$ cat src/rtl/cache_xfer_pkg.sv
// rtl/cache_xfer_pkg.sv - shared state and request-op encodings for the cache line transfer engine
//
// Contents:
//   xfer_state_t : controller states (IDLE, WB, FILL, DONE)
//   xfer_op_t    : req_op encodings (fill, writeback, writeback-then-fill, illegal)

package cache_xfer_pkg;

    typedef enum logic [1:0] {
        ST_IDLE = 2'd0,
        ST_WB   = 2'd1,
        ST_FILL = 2'd2,
        ST_DONE = 2'd3
    } xfer_state_t;

    typedef enum logic [1:0] {
        OP_FILL    = 2'b00,
        OP_WB      = 2'b01,
        OP_WB_FILL = 2'b10,
        OP_ILLEGAL = 2'b11
    } xfer_op_t;

endpackage

$ cat src/rtl/cache_line_xfer.sv
// rtl/cache_line_xfer.sv - moves one cache line between a line buffer and a word-wide memory bus
//
// Ports:
//   clk, reset                  : clock, asynchronous active-high reset
//   req_valid/req_ready         : request handshake (ready only while idle)
//   req_op                      : 00 fill, 01 writeback, 10 writeback-then-fill, 11 illegal
//   req_wb_addr, req_fill_addr  : byte addresses, aligned down to the line inside the block
//   req_wb_line                 : line to write back, word 0 in the LSBs
//   busy, done, err             : status; done pulses one cycle, err qualifies done
//   fill_line                   : line assembled from read beats
//   mem_req/mem_we/mem_addr/
//   mem_wd/mem_mask             : word-level memory request
//   mem_wait, mem_rd            : memory stall and read data (sampled on completed beats)

module cache_line_xfer
    import cache_xfer_pkg::*;
#(
    parameter int WORDS  = 4,
    parameter int DATA_W = 32,
    parameter int ADDR_W = 32
) (
    input  logic                    clk,
    input  logic                    reset,
    input  logic                    req_valid,
    input  logic [1:0]              req_op,
    input  logic [ADDR_W-1:0]       req_wb_addr,
    input  logic [ADDR_W-1:0]       req_fill_addr,
    input  logic [WORDS*DATA_W-1:0] req_wb_line,
    output logic                    req_ready,
    output logic                    busy,
    output logic                    done,
    output logic                    err,
    output logic [WORDS*DATA_W-1:0] fill_line,
    output logic                    mem_req,
    output logic                    mem_we,
    output logic [ADDR_W-1:0]       mem_addr,
    output logic [DATA_W-1:0]       mem_wd,
    output logic [DATA_W/8-1:0]     mem_mask,
    input  logic                    mem_wait,
    input  logic [DATA_W-1:0]       mem_rd
);

    localparam int BYTES_PER_WORD = DATA_W / 8;
    localparam int LINE_BYTES     = WORDS * BYTES_PER_WORD;
    localparam int WORD_SHIFT     = $clog2(BYTES_PER_WORD);
    localparam int KW             = $clog2(WORDS);
    localparam logic [ADDR_W-1:0] LINE_MASK = ADDR_W'(LINE_BYTES - 1);
    localparam logic [KW-1:0]     LAST_K    = KW'(WORDS - 1);

    xfer_state_t             state;
    xfer_op_t                op_q;
    logic [KW-1:0]           k;
    logic [KW-1:0]           k_next;
    logic                    last_beat;
    logic                    beat_done;
    logic [ADDR_W-1:0]       wb_base;
    logic [ADDR_W-1:0]       fill_base;
    logic [WORDS*DATA_W-1:0] wb_line;

    function automatic logic [ADDR_W-1:0] line_align(input logic [ADDR_W-1:0] a);
        return a & ~LINE_MASK;
    endfunction

    // Byte offset of word idx within the line; the add that uses it wraps
    // naturally at the top of the address space.
    function automatic logic [ADDR_W-1:0] word_offset(input logic [KW-1:0] idx);
        return ADDR_W'(idx) << WORD_SHIFT;
    endfunction

    assign k_next    = k + KW'(1);
    assign last_beat = (k == LAST_K);
    assign beat_done = mem_req && !mem_wait;

    // Writebacks always store full words.
    assign mem_mask  = '1;

    // mem_addr/mem_wd are registered and only advance on a completed beat,
    // so they stay put for as long as the memory stalls.
    always_ff @(posedge clk or posedge reset) begin
        if (reset) begin
            state     <= ST_IDLE;
            op_q      <= OP_FILL;
            k         <= '0;
            wb_base   <= '0;
            fill_base <= '0;
            wb_line   <= '0;
            req_ready <= 1'b1;
            busy      <= 1'b0;
            done      <= 1'b0;
            err       <= 1'b0;
            fill_line <= '0;
            mem_req   <= 1'b0;
            mem_we    <= 1'b0;
            mem_addr  <= '0;
            mem_wd    <= '0;
        end else begin
            case (state)
                ST_IDLE: begin
                    done <= 1'b0;
                    err  <= 1'b0;
                    if (req_valid && req_ready) begin
                        op_q      <= xfer_op_t'(req_op);
                        wb_base   <= line_align(req_wb_addr);
                        fill_base <= line_align(req_fill_addr);
                        wb_line   <= req_wb_line;
                        k         <= '0;
                        req_ready <= 1'b0;
                        busy      <= 1'b1;
                        case (xfer_op_t'(req_op))
                            OP_FILL: begin
                                state    <= ST_FILL;
                                mem_req  <= 1'b1;
                                mem_we   <= 1'b0;
                                mem_addr <= line_align(req_fill_addr);
                            end
                            OP_WB, OP_WB_FILL: begin
                                state    <= ST_WB;
                                mem_req  <= 1'b1;
                                mem_we   <= 1'b1;
                                mem_addr <= line_align(req_wb_addr);
                                mem_wd   <= req_wb_line[DATA_W-1:0];
                            end
                            default: begin
                                // Illegal op: no bus traffic, report straight away.
                                state <= ST_DONE;
                                done  <= 1'b1;
                                err   <= 1'b1;
                            end
                        endcase
                    end
                end

                ST_WB: begin
                    if (beat_done) begin
                        if (last_beat) begin
                            k <= '0;
                            if (op_q == OP_WB_FILL) begin
                                state    <= ST_FILL;
                                mem_we   <= 1'b0;
                                mem_addr <= fill_base;
                            end else begin
                                state   <= ST_DONE;
                                mem_req <= 1'b0;
                                mem_we  <= 1'b0;
                                done    <= 1'b1;
                            end
                        end else begin
                            k        <= k_next;
                            mem_addr <= wb_base + word_offset(k_next);
                            mem_wd   <= wb_line[int'(k_next)*DATA_W +: DATA_W];
                        end
                    end
                end

                ST_FILL: begin
                    if (beat_done) begin
                        fill_line[int'(k)*DATA_W +: DATA_W] <= mem_rd;
                        if (last_beat) begin
                            k       <= '0;
                            state   <= ST_DONE;
                            mem_req <= 1'b0;
                            mem_we  <= 1'b0;
                            done    <= 1'b1;
                        end else begin
                            k        <= k_next;
                            mem_addr <= fill_base + word_offset(k_next);
                        end
                    end
                end

                ST_DONE: begin
                    state     <= ST_IDLE;
                    done      <= 1'b0;
                    err       <= 1'b0;
                    req_ready <= 1'b1;
                    busy      <= 1'b0;
                end

                default: begin
                    state     <= ST_IDLE;
                    req_ready <= 1'b1;
                    busy      <= 1'b0;
                    mem_req   <= 1'b0;
                    mem_we    <= 1'b0;
                end
            endcase
        end
    end

endmodule

$ cat config.mk
export PLATFORM = sky130hd
export DESIGN_NAME = cache_line_xfer
export DESIGN_NICKNAME = d
export VERILOG_FILES = /design/src/rtl/cache_xfer_pkg.sv /design/src/rtl/cache_line_xfer.sv
export SDC_FILE = /design/constraint.sdc
export NUM_CORES = 1
export LEC_CHECK = 0
export CORE_UTILIZATION = 30
export DETAILED_ROUTE_END_ITERATION = 8
export GPL_ROUTABILITY_DRIVEN = 0
export GPL_TIMING_DRIVEN = 0
export PLACE_DENSITY = 0.54
export SYNTH_ARGS = -nofsm -noshare
export SYNTH_HDL_FRONTEND = slang
export SYNTH_SLANG_ARGS = --single-unit
export TNS_END_PERCENT = 50
$ cat constraint.sdc
create_clock -name clk -period 22.1 [get_ports clk]
set_clock_uncertainty 0.05 [all_clocks]
set_input_delay 3.315 -clock clk [delete_from_list [all_inputs] [get_ports clk]]
set_output_delay 3.315 -clock clk [all_outputs]
set_load 0.02 [all_outputs]
==> load_flow_metrics.sql, run 1 <==
INSERT INTO impl_metrics (metric_group, metric, value, unit) VALUES
('status', 'status', 'finished, final reports clean', ''),
('power', 'p_per_area', '145', 'nW/µm²'),
('synthesis', 'syn-instance-count', '1250', ''),
('clocking', 'root_buffer', 'sky130_fd_sc_hd__clkbuf_16', ''),
('layout', 'n_fill_cell', '5150', ''),
('synthesis', 'synth_area', '16800', 'µm²'),
('synthesis', 'synth_async_sr_flop_share', '100', '%'),
('layout', 'fraction_of_final_layout_cells_with_drive_strength_greater_than_1', '24.2', '%'),
('timing', 'finalWorstSetupSlack', '16.87', 'ns'),
('power', 'ir_worst_vdd', '0.0676', 'mV'),
('critical_path', 'crit_path_cell_chain', 'clkdlybuf4s50_1', ''),
('route', 'post_drt_wl_per_cell', '21.4', 'µm'),
('timing', 'slew_violations', '0', ''),
('clocking', 'hold_buffer_count_at_cts', '0', ''),
('route', 'dr_total_vias', '11927', ''),
('synthesis', 'dominant_combinational_cell_family_by_area_after_synthesis', 'multiplexers', ''),
('min_path', 'hold_class', 'flop to flop', ''),
('critical_path', 'cpMaxStageDelayCell', 'sky130_fd_sc_hd__clkdlybuf4s50_1', ''),
('clocking', 'clk_latency', '0.57', 'ns'),
('critical_path', 'critical_path.endpoint', 'req_ready', ''),
('floorplanning', 'io-pin-count', '432', ''),
('clocking', 'clkSinkCount', '386', ''),
('timing', 'fin_setup_tns', '0', 'ns'),
('clocking', 'tritoncts', 'yes', ''),
('clocking', 'ctsResizeCount', '0', ''),
('synthesis', 'yosys_warnings', '0', ''),
('power', 'pwr-share-comb', '43.9', '%'),
('route', 'post_drt_via_cell_ratio', '4.77', ''),
('power', 'power.share.sequential', '34.2', '%'),
('synthesis', 'synth.yosys.seq_area_share', '57.5', '%'),
('power', 'power.static_leakage', '9.93', 'nW'),
('job', 'max-cap-violations', '0', ''),
('critical_path', 'path_length_in_cells_of_the_critical_path', '1', ''),
('synthesis', 'syn_avg_cell_area', '13.4', 'µm²'),
('synthesis', 'yosys-mux-area-fraction', '22.7', '%'),
('power', 'share_clk_of_total_power', '22.0', '%'),
('critical_path', 'crit_path_max_incr_delay', '0.71', 'ns'),
('synthesis', 'synth-adder-area-share', '1.12', '%'),
('floorplanning', 'die_height', '239', 'µm'),
('critical_path', 'cp_data_required_time', '18.74', 'ns'),
('global_route', 'grt_max_degree', '123', ''),
('clocking', 'cts.htree.levels', '2', ''),
('synthesis', 'post_synth_edffs', '0', ''),
('timing', 'timing.final.crit_period', '5.24', 'ns'),
('critical_path', 'timing.rr.start', 'state[0]', ''),
('layout', 'num_antenna_cells', '0', ''),
('power', 'net-switching-power', '0.00120', 'W'),
('timing', 'final-hold-violation-count', '0', ''),
('critical_path', 'critPathCaptureType', 'output port', ''),
('clocking', 'cts_setup_buffers', '0', ''),
('timing', 'fin_crit_sh', '23.7', '%'),
('placed_design', 'dpl.hpwl', '39.1', 'mm'),
('floorplanning', 'start_util', '30.4', '%'),
('route', 'drtAntennaViolNets', '0', ''),
('global_route', 'globalRouteOverflowTotal', '0', ''),
('clocking', 'clk_transition_reported_paths', '0.06', 'ns'),
('synthesis', 'netlist-cell-type-count', '52', ''),
('critical_path', 'critical_path.startpoint_type', 'flop', ''),
('min_path', 'hold_path_startpoint', 'fill_line[51]', ''),
('timing', 'achievable-frequency', '191', 'MHz'),
('floorplanning', 'placeableCoreArea', '55200', 'µm²'),
('global_route', 'grt_usage', '18.8', '%'),
('synthesis', 'synthFlopType', 'sky130_fd_sc_hd__dfrtp_1', ''),
('critical_path', 'crit_fanout', '8', ''),
('route', 'remaining_drc_errors', '0', ''),
('global_route', 'antenna_violations_before_repair', '3', ''),
('critical_path', 'worst-setup-path-type', 'flop to output port', ''),
('critical_path', 'worstPathArrival', '1.87', 'ns'),
('synthesis', 'yosys_register_bits', '386', ''),
('route', 'drt_first_iter_violations', '541', ''),
('critical_path', 'reg2reg_depth', '7', '');
-- layout make-up --
type                            count  area, µm²  area share (%)
Buffer                             95        531            2.26
Timing Repair Buffer              420       4260            18.1
Tap cell                          748        936            3.99
Inverter                           13       56.3           0.240
Sequential cell                   386       9660            41.2
Clock buffer                       64       1280            5.44
Clock inverter                     16        183           0.778
Multi-Input combinational cell    760       6570            28.0
-- Yosys cell counts, types with 2 or more instances --
cell                         n  area share [%]
sky130_fd_sc_hd__dfrtp_1   385              57
sky130_fd_sc_hd__mux2_2    217              15
sky130_fd_sc_hd__nand2_1   123             2.7
sky130_fd_sc_hd__a22o_1     72             3.8
sky130_fd_sc_hd__a21oi_1    65             1.9
sky130_fd_sc_hd__mux2i_1    64             3.8
sky130_fd_sc_hd__buf_2      45             1.3
sky130_fd_sc_hd__nor2_1     38            0.85
sky130_fd_sc_hd__mux4_2     32             4.3
sky130_fd_sc_hd__o21ai_1    32            0.95
sky130_fd_sc_hd__o21ai_0    31            0.92
sky130_fd_sc_hd__a221oi_2   20             1.8
sky130_fd_sc_hd__clkbuf_1   19            0.42
sky130_fd_sc_hd__buf_4      17            0.76
sky130_fd_sc_hd__ha_1       15             1.1
sky130_fd_sc_hd__inv_1      11            0.25
sky130_fd_sc_hd__a221oi_1    8            0.42
sky130_fd_sc_hd__buf_6       7            0.47
sky130_fd_sc_hd__buf_1       6            0.13
sky130_fd_sc_hd__nand3_1     5            0.15
sky130_fd_sc_hd__nand2b_1    3            0.11
sky130_fd_sc_hd__nor3_2      3            0.18
sky130_fd_sc_hd__conb_1      2           0.045
sky130_fd_sc_hd__nor3_1      2           0.060
-- layout by cell type (no fill, tap or decap), types with 7 or more instances in the layout --
cell	n
sky130_fd_sc_hd__o21ai_0	31
sky130_fd_sc_hd__buf_4	17
sky130_fd_sc_hd__a21oi_1	65
sky130_fd_sc_hd__dfrtp_1	385
sky130_fd_sc_hd__a221oi_1	8
sky130_fd_sc_hd__a221oi_2	20
sky130_fd_sc_hd__clkbuf_16	45
sky130_fd_sc_hd__buf_6	7
sky130_fd_sc_hd__mux2i_1	64
sky130_fd_sc_hd__clkinv_2	11
sky130_fd_sc_hd__nor2_1	38
sky130_fd_sc_hd__clkdlybuf4s50_1	417
sky130_fd_sc_hd__clkbuf_1	30
sky130_fd_sc_hd__o21ai_1	32
sky130_fd_sc_hd__inv_1	10
sky130_fd_sc_hd__buf_2	45
sky130_fd_sc_hd__mux2_2	217
sky130_fd_sc_hd__nand2_1	123
sky130_fd_sc_hd__mux4_2	32
sky130_fd_sc_hd__a22o_1	72
sky130_fd_sc_hd__clkbuf_8	8
sky130_fd_sc_hd__ha_1	15
-- routing by layer --
layer	GRT usage [%]	part of all wire (%)
met1	23.6	42
met2	31.7	48
met3	5.22	7.2
met4	4.95	2.0
met5	0	0.045
-- worst min-delay path by stage --
stage,endpoint,slack (ns)
2_1_floorplan,op_q[0],0.40
3_3_place_gp,fill_line[63],0.41
3_5_place_dp,fill_line[29],0.42
4_1_cts,fill_line[29],0.43
5_1_grt,fill_line[33],0.46
6_report,fill_line[51],0.43
-- registers in the layout, indices dropped and copies added, names as in the netlist --
name,count
busy,1
done,1
err,1
fill_base,28
fill_line,128
k,2
mem_addr,30
mem_req,1
mem_wd,32
mem_we,1
op_q,2
req_ready,1
state,2
wb_base,28
wb_line,128
-- stage by stage --
step / hold WS (ns) / area [µm²] / total power [W] / utilization, % / cells
CTS: 0.433 / 23500 / 0.00346 / 42.5 / 2502
global route: 0.456 / 23500 / 0.00362 / 42.5 / 2502
floorplan: 0.404 / 16800 / 0.00213 / - / 1254
detailed placement: 0.420 / 22000 / 0.00270 / 39.9 / 2422
global placement: 0.414 / 21900 / 0.00267 / 39.7 / 2419
finish: 0.431 / 23500 / 0.00341 / 42.5 / 2502
-- logic make-up after synthesis --
kind of cell | count (synthesis)
multiplexers | 314
AND/OR/NAND/NOR | 186
AO/OA/AOI/OAI | 239
buffers and inverters | 108
flip-flops | 386
other | 2
adder cells (fa/ha/maj) | 15
-- power by group through the flow --
stage                     combinational [W]  clock (W)  sequential, W
after floorplan                    0.000862          0        0.00126
after global placement              0.00150          0        0.00117
after detailed placement            0.00152          0        0.00118
after CTS                           0.00152   0.000773        0.00116
after global routing                0.00163   0.000799        0.00120
final                               0.00150   0.000748        0.00116
No activity file was read; power rests on OpenSTA's default activity.
==> run 2, diff against run 1 <==
- clock period: 22.1 -> 5 ns (I/O delays scaled with it)
==> load_flow_metrics.sql, run 2 (same netlist as run 1, synthesis figures left out) <==
INSERT INTO impl_metrics (metric_group, metric, value, unit) VALUES
('clocking', 'clkSinkCount', '386', ''),
('critical_path', 'critPathCaptureType', 'flop', ''),
('route', 'drtAntennaViolNets', '0', ''),
('floorplanning', 'floorplan.rows', '86', ''),
('timing', 'final-hold-violation-count', '0', ''),
('clocking', 'tritoncts', 'yes', ''),
('route', 'remaining_drc_errors', '0', ''),
('timing', 'achievable-frequency', '366', 'MHz'),
('clocking', 'ctsResizeCount', '0', ''),
('global_route', 'antenna_violations_before_repair', '10', ''),
('critical_path', 'cpMaxStageDelayCell', 'sky130_fd_sc_hd__nor3_2', ''),
('floorplanning', 'start_util', '30.4', '%'),
('timing', 'worst_slew_margin_rel', '37.9', '%'),
('power', 'p_per_area', '645', 'nW/µm²'),
('critical_path', 'critical_path.startpoint_type', 'flop', ''),
('min_path', 'hold_class', 'flop to flop', ''),
('critical_path', 'cp_data_required_time', '5.44', 'ns'),
('critical_path', 'path_common_cell', 'sky130_fd_sc_hd__buf_4', ''),
('floorplanning', 'die_width', '239', 'µm'),
('layout', 'mostFrequentLayoutCell', 'sky130_fd_sc_hd__clkdlybuf4s50_1', ''),
('global_route', 'grt_max_degree', '42', ''),
('layout', 'layout.nets', '1973', ''),
('floorplanning', 'die_height', '239', 'µm'),
('clocking', 'number_of_buffers_created_by_cts', '45', ''),
('power', 'power.static_leakage', '10.0', 'nW'),
('route', 'finalWirelength', '53.6', 'mm'),
('timing', 'setup_viol', '0', ''),
('timing', 'pin_slew_with_the_least_headroom_to_its_limit', '0.932', 'ns'),
('clocking', 'clk_transition_reported_paths', '0.06', 'ns'),
('critical_path', 'crit_fanout', '10', ''),
('clocking', 'clockBufferDepth', '3', ''),
('clocking', 'clk_latency', '0.58', 'ns'),
('layout', 'leading_registers_by_flop_count', 'fill_line x128, wb_line x128, mem_wd x32', ''),
('global_route', 'grt_first_pass_wirelength', '80.8', 'mm'),
('placed_design', 'dpl.hpwl', '39.6', 'mm'),
('route', 'drt_first_iter_violations', '561', ''),
('critical_path', 'cp_num_buf_inv', '5', ''),
('layout', 'finish.instance_area', '23700', 'µm²'),
('layout', 'layout.cells.most_common_list', 'sky130_fd_sc_hd__clkdlybuf4s50_1 (417), sky130_fd_sc_hd__dfrtp_1 (385), sky130_fd_sc_hd__mux2_2 (217), sky130_fd_sc_hd__nand2_1 (123), sky130_fd_sc_hd__a22o_1 (72)', ''),
('placed_design', 'io_buffers', '417', ''),
('global_route', 'via_count_of_the_first_global_routing_pass', '12869', ''),
('global_route', 'globalRouteOverflowTotal', '0', ''),
('timing', 'fin_crit_sh', '54.7', '%'),
('floorplanning', 'full_die_area', '56900', 'µm²'),
('job', 'max-cap-violations', '0', ''),
('clocking', 'hold_buffer_count_at_cts', '0', ''),
('placed_design', 'dpl_cell_area', '22100', 'µm²'),
('clocking', 'cts_setup_buffers', '0', ''),
('critical_path', 'crit_path_max_incr_delay', '0.51', 'ns'),
('critical_path', 'crit_path_cell_chain', 'buf_4, inv_2, ha_1, buf_4, buf_6, nor3_2, buf_2, nand2_1, o21ai_0', ''),
('timing', 'setup_repair_after_global_routing_missed_its_margin', 'no', ''),
('route', 'post_drt_wl_per_cell', '21.3', 'µm'),
('floorplanning', 'placeableCoreArea', '55200', 'µm²'),
('critical_path', 'critical-path-top-delay-family', 'buffers and inverters', ''),
('timing', 'slew_violations', '0', ''),
('critical_path', 'worst-setup-path-type', 'flop to flop', ''),
('global_route', 'grt_usage', '18.8', '%'),
('clocking', 'cts.htree.levels', '2', ''),
('critical_path', 'worstPathArrival', '3.17', 'ns'),
('power', 'ir_worst_vdd', '0.278', 'mV'),
('timing', 'timing.final.crit_period', '2.73', 'ns'),
('layout', 'area_growth', '41.1', '%'),
('power', 'power.total', '0.0153', 'W'),
('layout', 'fraction_of_final_layout_cells_with_drive_strength_greater_than_1', '24.5', '%'),
('status', 'status', 'finished, final reports clean', ''),
('clocking', 'root_buffer', 'sky130_fd_sc_hd__clkbuf_16', ''),
('route', 'post_drt_via_cell_ratio', '4.79', ''),
('route', 'detail_route.first_pass.iterations', '4', ''),
('route', 'dr_total_vias', '12044', ''),
('floorplanning', 'io-pin-count', '432', '');
-- run 2: cell count changes in the layout (fill, tap and decap cells not counted), sizes merged, moves of 2 or more --
cell / before / now
buf: 78 / 85
clkinvlp: 1 / 4
clkinv: 12 / 5
bufinv: 4 / 6
diode: 0 / 4
clkbuf: 84 / 87
-- run 2: layout make-up --
type,instances,area (µm²)
Tap cell,748,936
Clock buffer,67,1330
Sequential cell,386,9660
Inverter,13,52.6
Antenna cell,4,10.0
Fill cell,5190,31500
Buffer,95,531
Clock inverter,15,240
Timing Repair Buffer,427,4370
Multi-Input combinational cell,760,6570
-- run 2: where the power goes --
| part | leakage (nW) | switching, W | internal (W) |
|---|---|---|---|
| logic | 4.41 | 0.00328 | 0.00336 |
| clock network | 0.761 | 0.00137 | 0.00215 |
| registers | 4.85 | 0.000699 | 0.00442 |
-- run 2: final timing paths --
| kind | from | end | slack [ns] | cells past startpoint |
|---|---|---|---|---|
| max in group asynchronous | reset | mem_addr[18] | 3.13 | 5 |
| worst max register to register | k[0] | fill_line[27] | 2.27 | 9 |
| worst min-delay path | fill_line[55] | fill_line[55] | 0.43 | 2 |
| min in group asynchronous | reset | fill_line[38] | 0.57 | 2 |
| worst max-delay path | k[0] | fill_line[27] | 2.27 | 9 |
| worst min register to register | fill_line[55] | fill_line[55] | 0.43 | 2 |
-- run 2: stage by stage --
step | setup TNS, ns | util [%] | worst slack, ns | std cells | hold slack, ns
after floorplan | -380.82 | - | -0.989 | 1254 | 0.404
after global placement | -1500.39 | 39.7 | -3.94 | 2419 | 0.413
after detailed placement | 0 | 40.1 | 1.74 | 2429 | 0.419
after CTS | 0 | 42.9 | 2.18 | 2511 | 0.433
after global routing | 0 | 42.9 | 2.05 | 2513 | 0.453
final | 0 | 43.0 | 2.27 | 2515 | 0.427
-- run 2: routing by layer --
| metal | GRT usage, % | part of all wire [%] | up-vias |
|---|---|---|---|
| li1 | - | - | 5481 |
| met1 | 23.8 | 42 | 6114 |
| met2 | 31.0 | 48 | 348 |
| met4 | 5.40 | 2.5 | 12 |
| met3 | 5.40 | 7.1 | 89 |
| met5 | 0 | 0.15 | - |
-- run 2: worst min-delay path: stages, from the launching register on --
cell and delay (ns):
sky130_fd_sc_hd__dfrtp_1 0.34, sky130_fd_sc_hd__nand2_1 0.05, sky130_fd_sc_hd__o21ai_0 0.06
==> run 3, diff against run 2 <==
- PLACE_DENSITY: 0.54 -> 0.55
- clock period: 5 -> 2.4 ns (I/O delays scaled with it)
==> load_flow_metrics.sql, run 3 (same netlist as run 1, synthesis figures left out) <==
INSERT INTO impl_metrics (metric_group, metric, value, unit) VALUES
('status', 'status', 'finished, final reports clean', ''),
('global_route', 'grt_usage', '19.1', '%'),
('layout', 'layout.nets', '1980', ''),
('global_route', 'antenna_violations_before_repair', '8', ''),
('timing', 'pin_slew_with_the_least_headroom_to_its_limit', '0.856', 'ns'),
('critical_path', 'reg2reg_depth', '8', ''),
('timing', 'achievable-frequency', '429', 'MHz'),
('critical_path', 'critical_path.startpoint_type', 'flop', ''),
('timing', 'setup_viol', '0', ''),
('timing', 'timing.final.crit_period', '2.33', 'ns'),
('clocking', 'root_buffer', 'sky130_fd_sc_hd__clkbuf_16', ''),
('layout', 'finish.instance_area', '23900', 'µm²'),
('clocking', 'tritoncts', 'yes', ''),
('floorplanning', 'die_width', '239', 'µm'),
('route', 'post_drt_via_cell_ratio', '4.81', ''),
('critical_path', 'crit_path_cell_chain', 'clkdlybuf4s50_1', ''),
('placed_design', 'dpl.hpwl', '40.2', 'mm'),
('route', 'drtAntennaViolNets', '0', ''),
('floorplanning', 'floorplan.rows', '86', ''),
('critical_path', 'cp_num_buf_inv', '1', ''),
('critical_path', 'critPathCaptureType', 'output port', ''),
('layout', 'mostFrequentLayoutCell', 'sky130_fd_sc_hd__clkdlybuf4s50_1', ''),
('critical_path', 'worstPathArrival', '1.92', 'ns'),
('clocking', 'clockBufferDepth', '3', ''),
('critical_path', 'crit_fanout', '8', ''),
('clocking', 'clk_latency', '0.58', 'ns'),
('critical_path', 'path_length_in_cells_of_the_critical_path', '1', ''),
('power', 'p_per_area', '1340', 'nW/µm²'),
('layout', 'leading_registers_by_flop_count', 'fill_line x128, wb_line x128, mem_wd x32', ''),
('critical_path', 'cp_data_required_time', '1.99', 'ns'),
('timing', 'slew_violations', '0', ''),
('placed_design', 'io_buffers', '417', ''),
('clocking', 'clk_transition_reported_paths', '0.06', 'ns'),
('timing', 'fin_crit_sh', '97.1', '%'),
('route', 'detail_route.first_pass.iterations', '5', ''),
('critical_path', 'crit_path_max_incr_delay', '0.73', 'ns'),
('route', 'dr_total_vias', '12140', ''),
('power', 'cellInternalPower', '0.0209', 'W'),
('power', 'power.share.sequential', '33.3', '%'),
('floorplanning', 'start_util', '30.4', '%'),
('floorplanning', 'placeableCoreArea', '55200', 'µm²'),
('global_route', 'grt_max_degree', '43', ''),
('placed_design', 'dpl_cell_area', '22100', 'µm²'),
('power', 'share_clk_of_total_power', '22.2', '%'),
('route', 'remaining_drc_errors', '0', ''),
('clocking', 'hold_buffer_count_at_cts', '0', ''),
('clocking', 'number_of_buffers_created_by_cts', '45', ''),
('critical_path', 'worst-setup-path-type', 'flop to output port', ''),
('critical_path', 'cpMaxStageDelayCell', 'sky130_fd_sc_hd__clkdlybuf4s50_1', ''),
('clocking', 'clkSinkCount', '386', ''),
('critical_path', 'critical-path-top-delay-family', 'buffers and inverters', ''),
('route', 'drt_first_iter_violations', '474', ''),
('clocking', 'cts.htree.levels', '2', ''),
('power', 'pwr-share-comb', '44.5', '%'),
('layout', 'area_growth', '42.5', '%'),
('power', 'net-switching-power', '0.0113', 'W'),
('timing', 'worst_slew_margin_rel', '42.9', '%'),
('timing', 'fin_setup_tns', '0', 'ns'),
('floorplanning', 'die_height', '239', 'µm'),
('layout', 'fraction_of_final_layout_cells_with_drive_strength_greater_than_1', '25.6', '%'),
('job', 'max-cap-violations', '0', ''),
('layout', 'layoutNonFillerInstCount', '2522', ''),
('power', 'ir_worst_vdd', '0.680', 'mV'),
('route', 'finalWirelength', '53.9', 'mm'),
('floorplanning', 'full_die_area', '56900', 'µm²'),
('placed_design', 'numPlacedInstances', '2430', ''),
('global_route', 'grt_first_pass_wirelength', '82.0', 'mm'),
('timing', 'final-hold-violation-count', '0', ''),
('floorplanning', 'io-pin-count', '432', ''),
('global_route', 'globalRouteOverflowTotal', '0', ''),
('power', 'power.static_leakage', '10.1', 'nW'),
('power', 'switching_share', '35.0', '%'),
('route', 'post_drt_wl_per_cell', '21.4', 'µm'),
('timing', 'setup_repair_after_global_routing_missed_its_margin', 'yes', ''),
('min_path', 'hold_class', 'input pin to async pin', ''),
('global_route', 'via_count_of_the_first_global_routing_pass', '12974', ''),
('layout', 'layout.cells.most_common_list', 'sky130_fd_sc_hd__clkdlybuf4s50_1 (417), sky130_fd_sc_hd__dfrtp_1 (384), sky130_fd_sc_hd__mux2_2 (217), sky130_fd_sc_hd__nand2_1 (123), sky130_fd_sc_hd__a22o_1 (72)', '');
[run 3: final timing paths]
kind | start | end | slack (ns)
min | reset | fill_line[94] | 0.09
max in group asynchronous | reset | mem_addr[10] | 1.11
max | req_ready | req_ready | 0.07
max reg2reg | state[1] | mem_addr[17] | 0.10
min in group clk | req_wb_line[93] | wb_line[93] | 0.34
min reg2reg | fill_line[49] | fill_line[49] | 0.43
[run 3: area by class of cell]
cell class | instances | area [µm²]
clock inverter | 21 | 241
antenna | 4 | 10.0
fill | 5116 | 31300
inverter | 13 | 56.3
timing repair buffer | 434 | 4450
buffer | 95 | 648
sequential | 386 | 9660
multi-input combinational | 760 | 6630
tap | 748 | 936
clock buffer | 61 | 1310
[run 3: power by group through the flow]
stage / Combinational (W) / Sequential, W / Clock, W
after floorplan: 0.00794 / 0.0116 / 0
after global placement: 0.0139 / 0.0107 / 0
after detailed placement: 0.0141 / 0.0108 / 0
after CTS: 0.0144 / 0.0107 / 0.00740
after global routing: 0.0155 / 0.0111 / 0.00764
final: 0.0143 / 0.0107 / 0.00715
[run 3: metal layers]
layer / track usage (%) / share of wire [%] / vias to the layer above
li1: - / - / 5502
met1: 24.2 / 42 / 6165
met2: 31.4 / 48 / 375
met3: 4.83 / 7.0 / 92
met4: 6.86 / 3.2 / 6
met5: 0 / 0.071 / -
[run 3: metrics by stage]
| stage | power [W] | hold slack (ns) | worst slack, ns | utilization [%] |
|---|---|---|---|---|
| detailed placement | 0.0249 | 0.421 | -0.460 | 40.1 |
| CTS | 0.0325 | 0.0616 | 0.00143 | 43.2 |
| global placement | 0.0246 | 0.414 | -6.16 | 39.7 |
| global route | 0.0342 | 0.106 | -0.0298 | 43.4 |
| finish | 0.0322 | 0.0876 | 0.0688 | 43.4 |
| floorplan | 0.0196 | 0.404 | -3.20 | - |
[run 3: timing repair]
action                                 CTS  global route
resized for setup                       33            19
endpoints found under the hold margin    0             0
pin swaps                                3             3
setup buffers                            1             5
setup endpoints to repair              285           160
